$ cat src/rtl/fetch_unit.sv
// Instruction fetch stage.
// Owns the program counter and drives the instruction-memory address.
// Registers the fetched word together with its PC and offers it to decode.
// Taken branches and jumps flush the stage through a one-cycle redirect.
// A misaligned or out-of-range PC halts fetch in a sticky FAULT state.
//
// Handshake: the output word transfers on any rising edge where
// instr_valid_o & instr_ready_i. While instr_valid_o is high and instr_ready_i
// is low, instr_o and instr_pc_o do not change. instr_valid_o never falls
// without a transfer, except for a redirect flush, a fault or a reset.
module fetch_unit #(
  parameter logic [31:0] RESET_PC   = 32'h0000_0000,
  parameter int          IMEM_WORDS = 256
) (
  input  logic        clk_i,
  input  logic        rst_i,
  output logic [31:0] imem_addr_o,
  input  logic [31:0] imem_rdata_i,
  input  logic        redirect_valid_i,
  input  logic [31:0] redirect_pc_i,
  output logic        instr_valid_o,
  input  logic        instr_ready_i,
  output logic [31:0] instr_o,
  output logic [31:0] instr_pc_o,
  output logic        fault_o,
  output logic [31:0] fault_pc_o,
  output logic [31:0] fetch_count_o,
  output logic [0:0]  state_o
);

  localparam logic [0:0]  RUN      = 1'b0;
  localparam logic [0:0]  FAULT    = 1'b1;
  // First byte address past the end of instruction memory.
  localparam logic [31:0] PC_LIMIT = 32'(IMEM_WORDS * 4);

  logic [0:0]  state_q, state_d;
  logic [31:0] pc_q, pc_d;
  logic        valid_q, valid_d;
  logic [31:0] instr_q, instr_d;
  logic [31:0] instr_pc_q, instr_pc_d;
  logic        fault_q, fault_d;
  logic [31:0] fault_pc_q, fault_pc_d;
  logic [31:0] count_q, count_d;

  logic pc_ok;
  logic redirect_ok;
  logic out_free;
  logic handshake;

  // PC legality, output-slot availability and transfer detection.
  always_comb begin
    pc_ok       = (pc_q[1:0] == 2'b00) && (pc_q < PC_LIMIT);
    redirect_ok = (redirect_pc_i[1:0] == 2'b00) && (redirect_pc_i < PC_LIMIT);
    out_free    = !valid_q || instr_ready_i;
    handshake   = valid_q && instr_ready_i;
  end

  // Next-state logic: redirect beats fetch; a bad PC moves to FAULT.
  always_comb begin
    state_d    = state_q;
    pc_d       = pc_q;
    valid_d    = valid_q;
    instr_d    = instr_q;
    instr_pc_d = instr_pc_q;
    fault_d    = fault_q;
    fault_pc_d = fault_pc_q;
    count_d    = count_q;

    // A completed transfer is counted whatever else happens this cycle.
    if (handshake) begin
      count_d = count_q + 32'd1;
    end

    case (state_q)
      RUN: begin
        if (redirect_valid_i) begin
          // Flush whatever is held; no fetch this cycle.
          valid_d = 1'b0;
          if (redirect_ok) begin
            pc_d = redirect_pc_i;
          end else begin
            state_d    = FAULT;
            fault_d    = 1'b1;
            fault_pc_d = redirect_pc_i;
          end
        end else if (out_free) begin
          if (pc_ok) begin
            instr_d    = imem_rdata_i;
            instr_pc_d = pc_q;
            valid_d    = 1'b1;
            pc_d       = pc_q + 32'd4;
          end else begin
            // Any held word is being consumed this cycle, so it is safe to drop.
            state_d    = FAULT;
            fault_d    = 1'b1;
            fault_pc_d = pc_q;
            valid_d    = 1'b0;
          end
        end
        // Otherwise backpressure: everything holds.
      end
      FAULT: begin
        // Terminal until reset; only drains a held word.
        if (handshake) begin
          valid_d = 1'b0;
        end
      end
      default: begin
        state_d = FAULT;
        fault_d = 1'b1;
        valid_d = 1'b0;
      end
    endcase
  end

  // State registers with asynchronous active-high reset.
  always_ff @(posedge clk_i or posedge rst_i) begin
    if (rst_i) begin
      state_q    <= RUN;
      pc_q       <= RESET_PC;
      valid_q    <= 1'b0;
      instr_q    <= 32'd0;
      instr_pc_q <= 32'd0;
      fault_q    <= 1'b0;
      fault_pc_q <= 32'd0;
      count_q    <= 32'd0;
    end else begin
      state_q    <= state_d;
      pc_q       <= pc_d;
      valid_q    <= valid_d;
      instr_q    <= instr_d;
      instr_pc_q <= instr_pc_d;
      fault_q    <= fault_d;
      fault_pc_q <= fault_pc_d;
      count_q    <= count_d;
    end
  end

  // Output wiring; the memory address is the live PC.
  always_comb begin
    imem_addr_o   = pc_q;
    instr_valid_o = valid_q;
    instr_o       = instr_q;
    instr_pc_o    = instr_pc_q;
    fault_o       = fault_q;
    fault_pc_o    = fault_pc_q;
    fetch_count_o = count_q;
    state_o       = state_q;
  end

endmodule

$ cat config.mk
export PLATFORM = sky130hd
export DESIGN_NAME = fetch_unit
export DESIGN_NICKNAME = d
export VERILOG_FILES = /design/src/rtl/fetch_unit.sv
export SDC_FILE = /design/constraint.sdc
export NUM_CORES = 1
export LEC_CHECK = 0
export ABC_AREA = 0
export CAP_MARGIN = 0
export CORE_MARGIN = 4
export CORE_UTILIZATION = 45
export CTS_CLUSTER_DIAMETER = 120
export DETAILED_ROUTE_END_ITERATION = 10
export DONT_BUFFER_PORTS = 1
export GPL_TIMING_DRIVEN = 0
export PLACE_DENSITY = 0.66
export SYNTH_ARGS = -nofsm -noshare
export SYNTH_HDL_FRONTEND = slang
export SYNTH_SLANG_ARGS = --single-unit
export TNS_END_PERCENT = 1
$ cat constraint.sdc
create_clock -name clk_i -period 4.9 [get_ports clk_i]
set_clock_uncertainty 0.1 [all_clocks]
set_input_delay 0.245 -clock clk_i [delete_from_list [all_inputs] [get_ports clk_i]]
set_output_delay 0.245 -clock clk_i [all_outputs]
set_load 0.005 [all_outputs]
==> flow_metrics.env, run 1 <==
export IMPL_status="finished, final reports clean"
export IMPL_grtUsageMet1=0.217
export IMPL_io_buffer_count=0
export IMPL_cp_cell_sequence="nor4_1, nand4_1, or2_0, clkbuf_1, nor4_4, buf_6, mux2_2"
export IMPL_ys_top_cells_by_area="dfrtp_1 61%, mux2_2 17%, xnor2_1 3.3%, nor2b_1 2.5%, and2_1 2.1%"
export IMPL_path_delay_family="simple AND/OR/NAND/NOR gates"
export IMPL_core_sq_um=14600
export IMPL_postCtsSetupBuffers=0
export IMPL_peakVddDrop_uv=214
export IMPL_postRouteAntennaNets=0
export IMPL_p_per_area_nw_per_um2=364
export IMPL_synth_nets=573
export IMPL_crit_buf_inv=2
export IMPL_num_io_pins=231
export IMPL_initial_core_util=0.461
export IMPL_ys_ff_latch=163
export IMPL_holdPathStages=2
export IMPL_synth_edf_count=0
export IMPL_grtUsageTotal=0.189
export IMPL_grt_busiest_layer="met2"
export IMPL_final_max_slew_viol_count=0
export IMPL_ys_seq_area_frac=0.606
export IMPL_met3_usage=0.0782
export IMPL_p_switching_w=0.000660
export IMPL_drv_cap=0
export IMPL_yosys_warnings=0
export IMPL_synth_flop_cell="dfrtp_1"
export IMPL_synth_top_cell_area_share=0.606
export IMPL_worstPathArrival_ns=3.18
export IMPL_firstDrtPassIters=4
export IMPL_htreeDepth=4
export IMPL_p_int_w=0.00234
export IMPL_finalSetupViolations=0
export IMPL_path_depth=7
export IMPL_crit_path_end_kind="flop"
export IMPL_drc_errors=0
export IMPL_vias=4297
export IMPL_fin_crit_sh=0.609
export IMPL_routedWlPerCell_um=20.5
export IMPL_antenna_found_initial=0
export IMPL_n_antenna_cell=0
export IMPL_drt_total_wl_um=16000
export IMPL_die_height_um=130
export IMPL_grt_max_degree=84
export IMPL_pwr_share_clk=0.453
export IMPL_r2r_cells=7
export IMPL_drt_initial_drc_count=189
export IMPL_root_buffer="clkbuf_16"
export IMPL_die_area_sq_um=17000
export IMPL_slowest_delay_ns=0.79
export IMPL_post_drt_via_cell_ratio=5.49
export IMPL_final_nets=656
export IMPL_max_freq_mhz=335
export IMPL_clock_latency_ns=0.42
export IMPL_final_hold_viol_count=0
export IMPL_synth_top_cell_by_area="dfrtp_1"
export IMPL_cp_start_kind="flop"
export IMPL_placedCellCount=688
export IMPL_synth_distinct_cells=37
export IMPL_fillers=1134
export IMPL_critPathSlowestCell="nor4_4"
export IMPL_synth_area_sq_um=6730
export IMPL_cts_resized_gates=0
export IMPL_whs_ns=0.0228
export IMPL_slew_headroom=0.319
export IMPL_path_clk_slew_ns=0.06
export IMPL_syn_inst=503
export IMPL_hpwlAfterDp_um=11300
export IMPL_rsz0062_at_grt="no"
export IMPL_clockBufferDepth=2
export IMPL_clock_sinks=163
export IMPL_cp_required_ns=5.10
export IMPL_path_max_fanout=10
export IMPL_final_min_clock_period_ns=2.98
export IMPL_place_gp_congestion=0.805
export IMPL_grt_pass1_vias=4768
export IMPL_final_cell_count_no_fill=783
export IMPL_ys_async_sr_fraction=1.00
export IMPL_setup_worst_path_class="flop to flop"
export IMPL_drive_gt1_frac=0.245
export IMPL_rows=44
export IMPL_grt_pass1_wl_um=25000
export IMPL_tightest_slew_ns=1.01
export IMPL_cts_tree="yes"
export IMPL_hp_class="primary input to flop"
export IMPL_comb_power_share=0.058
export IMPL_cts_buffers=17
export IMPL_areaGrowthSynthToFinish_pct=22.4
export IMPL_grt_use_met2=0.311
export IMPL_postCtsHoldBufs=63
export IMPL_grt_ovfl_total=0
export IMPL_final_util=0.564
export IMPL_dieWidth_um=130
export IMPL_synth_area_per_cell_sq_um=13.4
export IMPL_cellLeakagePower_nw=3.86
export IMPL_power_frac_seq=0.490
export IMPL_switching_share=0.220
==> area by class of cell <==
type | instances | area [sq um] | area share
flip-flops and latches | 163 | 4080 | 0.495
multi-input cells | 311 | 2500 | 0.304
repair buffers | 64 | 658 | 0.0799
clock buffers | 20 | 457 | 0.0555
well taps | 184 | 230 | 0.0280
clock inverters | 12 | 154 | 0.0187
plain buffers | 22 | 120 | 0.0146
inverters | 7 | 31.3 | 0.00380
==> power groups by stage <==
stage	sequential (W)	combinational, W	clock, W
floorplan	0.00147	0.000108	0
global placement	0.00149	0.000123	0
detailed placement	0.00149	0.000133	0
CTS	0.00147	0.000174	0.00139
global route	0.00147	0.000194	0.00145
finish	0.00147	0.000173	0.00136
==> registers in the layout, indices dropped and copies added, names as in the netlist <==
signal	flops
fault_o	1
fault_pc_o	32
fetch_count_o	32
imem_addr_o	32
instr_o	32
instr_pc_o	32
instr_valid_o	1
state_o	1
==> cell usage after synthesis (all sizes together) (3+ instances only) <==
master   instances
buf             10
nand2           21
xor2             6
xnor2           25
nor2            10
nor4            16
o21ai            9
nor2b           27
and4             4
mux2           104
and2            24
inv              7
o2bb2ai          6
clkbuf          12
nand3           11
nor3             6
nand4            8
dfrtp          163
a21oi            8
and3             8
or2              3
==> per-layer routing <==
metal  vias to the layer above  part of all wire
li1                       1930                 -
met1                      2140              0.37
met2                       197              0.50
met3                        30              0.11
met4                         0             0.026
met5                         -                 0
==> cell families after synthesis <==
logic type | after synthesis | synth area share
compound gates | 32 | 0.0316
xor+xnor | 31 | 0.0403
fa+ha+maj | 2 | 0.00372
buf+inv | 29 | 0.0218
flops | 163 | 0.606
mux | 106 | 0.177
simple gates | 140 | 0.119
==> cell usage in the layout, fill, tap and decap left out, types with 8 or more instances in the layout <==
cell           Yosys  routed
and3_1             8       8
clkbuf_1          12      13
xnor2_1           25      25
nand3_1           11      11
nor2_1            10      10
nor4_1            15      15
dlygate4sd3_1      0      63
clkbuf_16          0      17
o21ai_0            8       8
nand4_1            8       8
mux2_2           101     101
nand2_1           21      21
dfrtp_1          163     163
nor2b_1           27      27
and2_1            23      23
a21oi_1            8       8
==> metrics by stage <==
stage | area [sq um] | power [W] | worst slack, ns | setup TNS (ns)
2_1_floorplan | 6730 | 0.00158 | 0.150 | 0
5_1_grt | 8230 | 0.00312 | 1.72 | 0
4_1_cts | 8230 | 0.00303 | 1.82 | 0
3_3_place_gp | 6960 | 0.00161 | -1.25 | -201.92
3_5_place_dp | 6990 | 0.00162 | 1.82 | 0
6_report | 8230 | 0.00299 | 1.92 | 0
==> worst paths after layout <==
path                                              from  slack (ns)                          to
hold reg to reg                    fault_o$_DFFE_PP0P_        0.40         fault_o$_DFFE_PP0P_
min in group asynchronous                        rst_i        0.36     instr_o[13]$_DFFE_PP0P_
max in group asynchronous                        rst_i        3.51  fault_pc_o[23]$_DFFE_PP0P_
setup / recovery           imem_addr_o[10]$_DFFE_PP0P_        1.92     instr_o[16]$_DFFE_PP0P_
hold / removal                       redirect_pc_i[18]        0.02  fault_pc_o[18]$_DFFE_PP0P_
setup reg to reg           imem_addr_o[10]$_DFFE_PP0P_        1.92     instr_o[16]$_DFFE_PP0P_
==> worst register-to-register path, cell delays in order, from the launching register on <==
cell and delay (ns):
dfrtp_1 0.45, nor4_1 0.36, nand4_1 0.15, or2_0 0.24, clkbuf_1 0.16, nor4_4 0.80, buf_6 0.26, mux2_2 0.35
(Power assumes the default switching activity.)
==> run 2: changes to the inputs <==
--- a/config.mk
+++ b/config.mk
@@ -13,7 +13,7 @@
 export DETAILED_ROUTE_END_ITERATION = 10
 export DONT_BUFFER_PORTS = 1
 export GPL_TIMING_DRIVEN = 0
-export PLACE_DENSITY = 0.66
+export PLACE_DENSITY = 0.64
 export SYNTH_ARGS = -nofsm -noshare
 export SYNTH_HDL_FRONTEND = slang
 export SYNTH_SLANG_ARGS = --single-unit
==> constraint.sdc (replaced) <==
create_clock -name clk_i -period 3.1 [get_ports clk_i]
set_clock_uncertainty 0.1 [all_clocks]
set_input_delay 0.155 -clock clk_i [delete_from_list [all_inputs] [get_ports clk_i]]
set_output_delay 0.155 -clock clk_i [all_outputs]
set_load 0.005 [all_outputs]
==> run 2 against run 1 <==
Via count is 0.35% higher. Total power up 54%. Hold slack better by 0.0069 ns. Highest routed layer unchanged.
==> flow_metrics.env, run 2 (synthesized netlist as in run 1, its figures left out) <==
export IMPL_root_buffer="clkbuf_16"
export IMPL_dieWidth_um=130
export IMPL_hp_class="primary input to flop"
export IMPL_fillers=1184
export IMPL_die_area_sq_um=17000
export IMPL_layout_area_seq_sq_um=4080
export IMPL_die_height_um=130
export IMPL_slowest_delay_ns=0.72
export IMPL_clock_sinks=163
export IMPL_layout_commonest_cell="dfrtp_1"
export IMPL_routedWlPerCell_um=20.3
export IMPL_p_per_area_nw_per_um2=555
export IMPL_final_cell_mix="163 x dfrtp_1, 101 x mux2_2, 67 x dlygate4sd3_1"
export IMPL_tns_ns=0
export IMPL_drive_gt1_frac=0.248
export IMPL_grtUsageTotal=0.189
export IMPL_cp_required_ns=3.30
export IMPL_path_delay_family="simple AND/OR/NAND/NOR gates"
export IMPL_grt_ovfl_total=0
export IMPL_antenna_found_initial=0
export IMPL_grt_pass1_vias=4570
export IMPL_rows=44
export IMPL_power_w=0.00461
export IMPL_fin_crit_sh=0.933
export IMPL_final_max_slew_viol_count=0
export IMPL_critPathSlowestCell="nor4_4"
export IMPL_max_freq_mhz=346
export IMPL_slew_headroom=0.336
export IMPL_crit_path_end_kind="flop"
export IMPL_setup_worst_path_class="flop to flop"
export IMPL_hpwlAfterDp_um=11100
export IMPL_drc_errors=0
export IMPL_initial_core_util=0.461
export IMPL_peakVddDrop_uv=335
export IMPL_num_io_pins=231
export IMPL_rsz0062_at_grt="yes"
export IMPL_cellLeakagePower_nw=3.88
export IMPL_cp_cell_sequence="nor4_4, nand4_1, or2_0, clkbuf_1, nor4_4, buf_6, mux2_2"
export IMPL_path_max_fanout=10
export IMPL_crit_buf_inv=2
export IMPL_status="finished, final reports clean"
export IMPL_cp_start_kind="flop"
export IMPL_tightest_slew_ns=0.987
export IMPL_areaGrowthSynthToFinish_pct=23.5
export IMPL_htreeDepth=4
export IMPL_drt_initial_drc_count=239
export IMPL_postRouteAntennaNets=0
export IMPL_clock_latency_ns=0.42
export IMPL_place_gp_congestion=0.803
export IMPL_cts_buffers=17
export IMPL_io_buffer_count=0
export IMPL_grt_max_degree=46
export IMPL_worstPathArrival_ns=3.10
export IMPL_final_util=0.570
export IMPL_cts_tree="yes"
export IMPL_post_drt_via_cell_ratio=5.46
export IMPL_path_clk_slew_ns=0.06
export IMPL_drt_total_wl_um=16000
export IMPL_multi_input_area_sq_um=2530
export IMPL_final_min_clock_period_ns=2.89
export IMPL_drv_cap=0
export IMPL_final_nets=663
export IMPL_firstDrtPassIters=4
export IMPL_core_sq_um=14600
export IMPL_grt_pass1_wl_um=24900
export IMPL_vias=4312
export IMPL_clockBufferDepth=2
export IMPL_cpMostUsedCell="nor4_4"
export IMPL_final_hold_viol_count=0
export IMPL_finalSetupViolations=0
==> run 2: final timing paths <==
path | from | to | slack [ns] | cells after the start
max in group asynchronous | rst_i | instr_o[12]$_DFFE_PP0P_ | 1.94 | 4
min reg2reg | fault_o$_DFFE_PP0P_ | fault_o$_DFFE_PP0P_ | 0.40 | 1
min | instr_ready_i | fetch_count_o[3]$_DFFE_PP0P_ | 0.03 | 3
min in group asynchronous | rst_i | fetch_count_o[26]$_DFFE_PP0P_ | 0.17 | 2
max | imem_addr_o[28]$_DFFE_PP0P_ | instr_o[25]$_DFFE_PP0P_ | 0.21 | 7
max reg2reg | imem_addr_o[28]$_DFFE_PP0P_ | instr_o[25]$_DFFE_PP0P_ | 0.21 | 7
==> run 2: what timing repair did <==
item                                   CTS  global route
hold buffers                            67             0
buffers inserted                         0             0
setup endpoints to repair                0            60
gates resized for setup                  0             4
endpoints found under the hold margin  195             0
==> run 2: where the power goes <==
group          switching (W)  internal, W
registers          0.0000977      0.00222
logic               0.000119     0.000168
clock network       0.000814      0.00119
==> run 2: area by class of cell <==
cell class | count | share of cell area
multi-input combinational | 311 | 0.305
antenna | 1 | 0.000301
inverter | 7 | 0.00361
timing repair buffer | 71 | 0.0903
sequential | 163 | 0.491
buffer | 22 | 0.0145
tap | 184 | 0.0277
clock inverter | 7 | 0.00888
clock buffer | 24 | 0.0592
==> run 2: through the flow <==
step / hold slack [ns] / worst slack (ns) / area (sq um) / std cells
2_1_floorplan: 0.207 / 0.699 / 6730 / 503
6_report: 0.0298 / 0.206 / 8310 / 790
3_5_place_dp: -0.00451 / 0.0272 / 7040 / 691
3_3_place_gp: 0.208 / 0.0365 / 6960 / 687
4_1_cts: 0.0198 / 0.0302 / 8280 / 789
5_1_grt: 0.0594 / 0.0156 / 8310 / 789
==> run 2: worst register-to-register path, cell delays in order (launching register included) <==
cell and delay (ns):
dfrtp_1 0.45, nor4_4 0.34, nand4_1 0.16, or2_0 0.24, clkbuf_1 0.16, nor4_4 0.72
buf_6 0.26, mux2_2 0.35
==> run 2: layer usage <==
metal	up-vias	track usage	routed length, um
met5	-	0	0
met4	0	0.0703	247
met3	18	0.0765	1630
met2	180	0.318	8130
met1	2169	0.218	6020
li1	1945	-	-
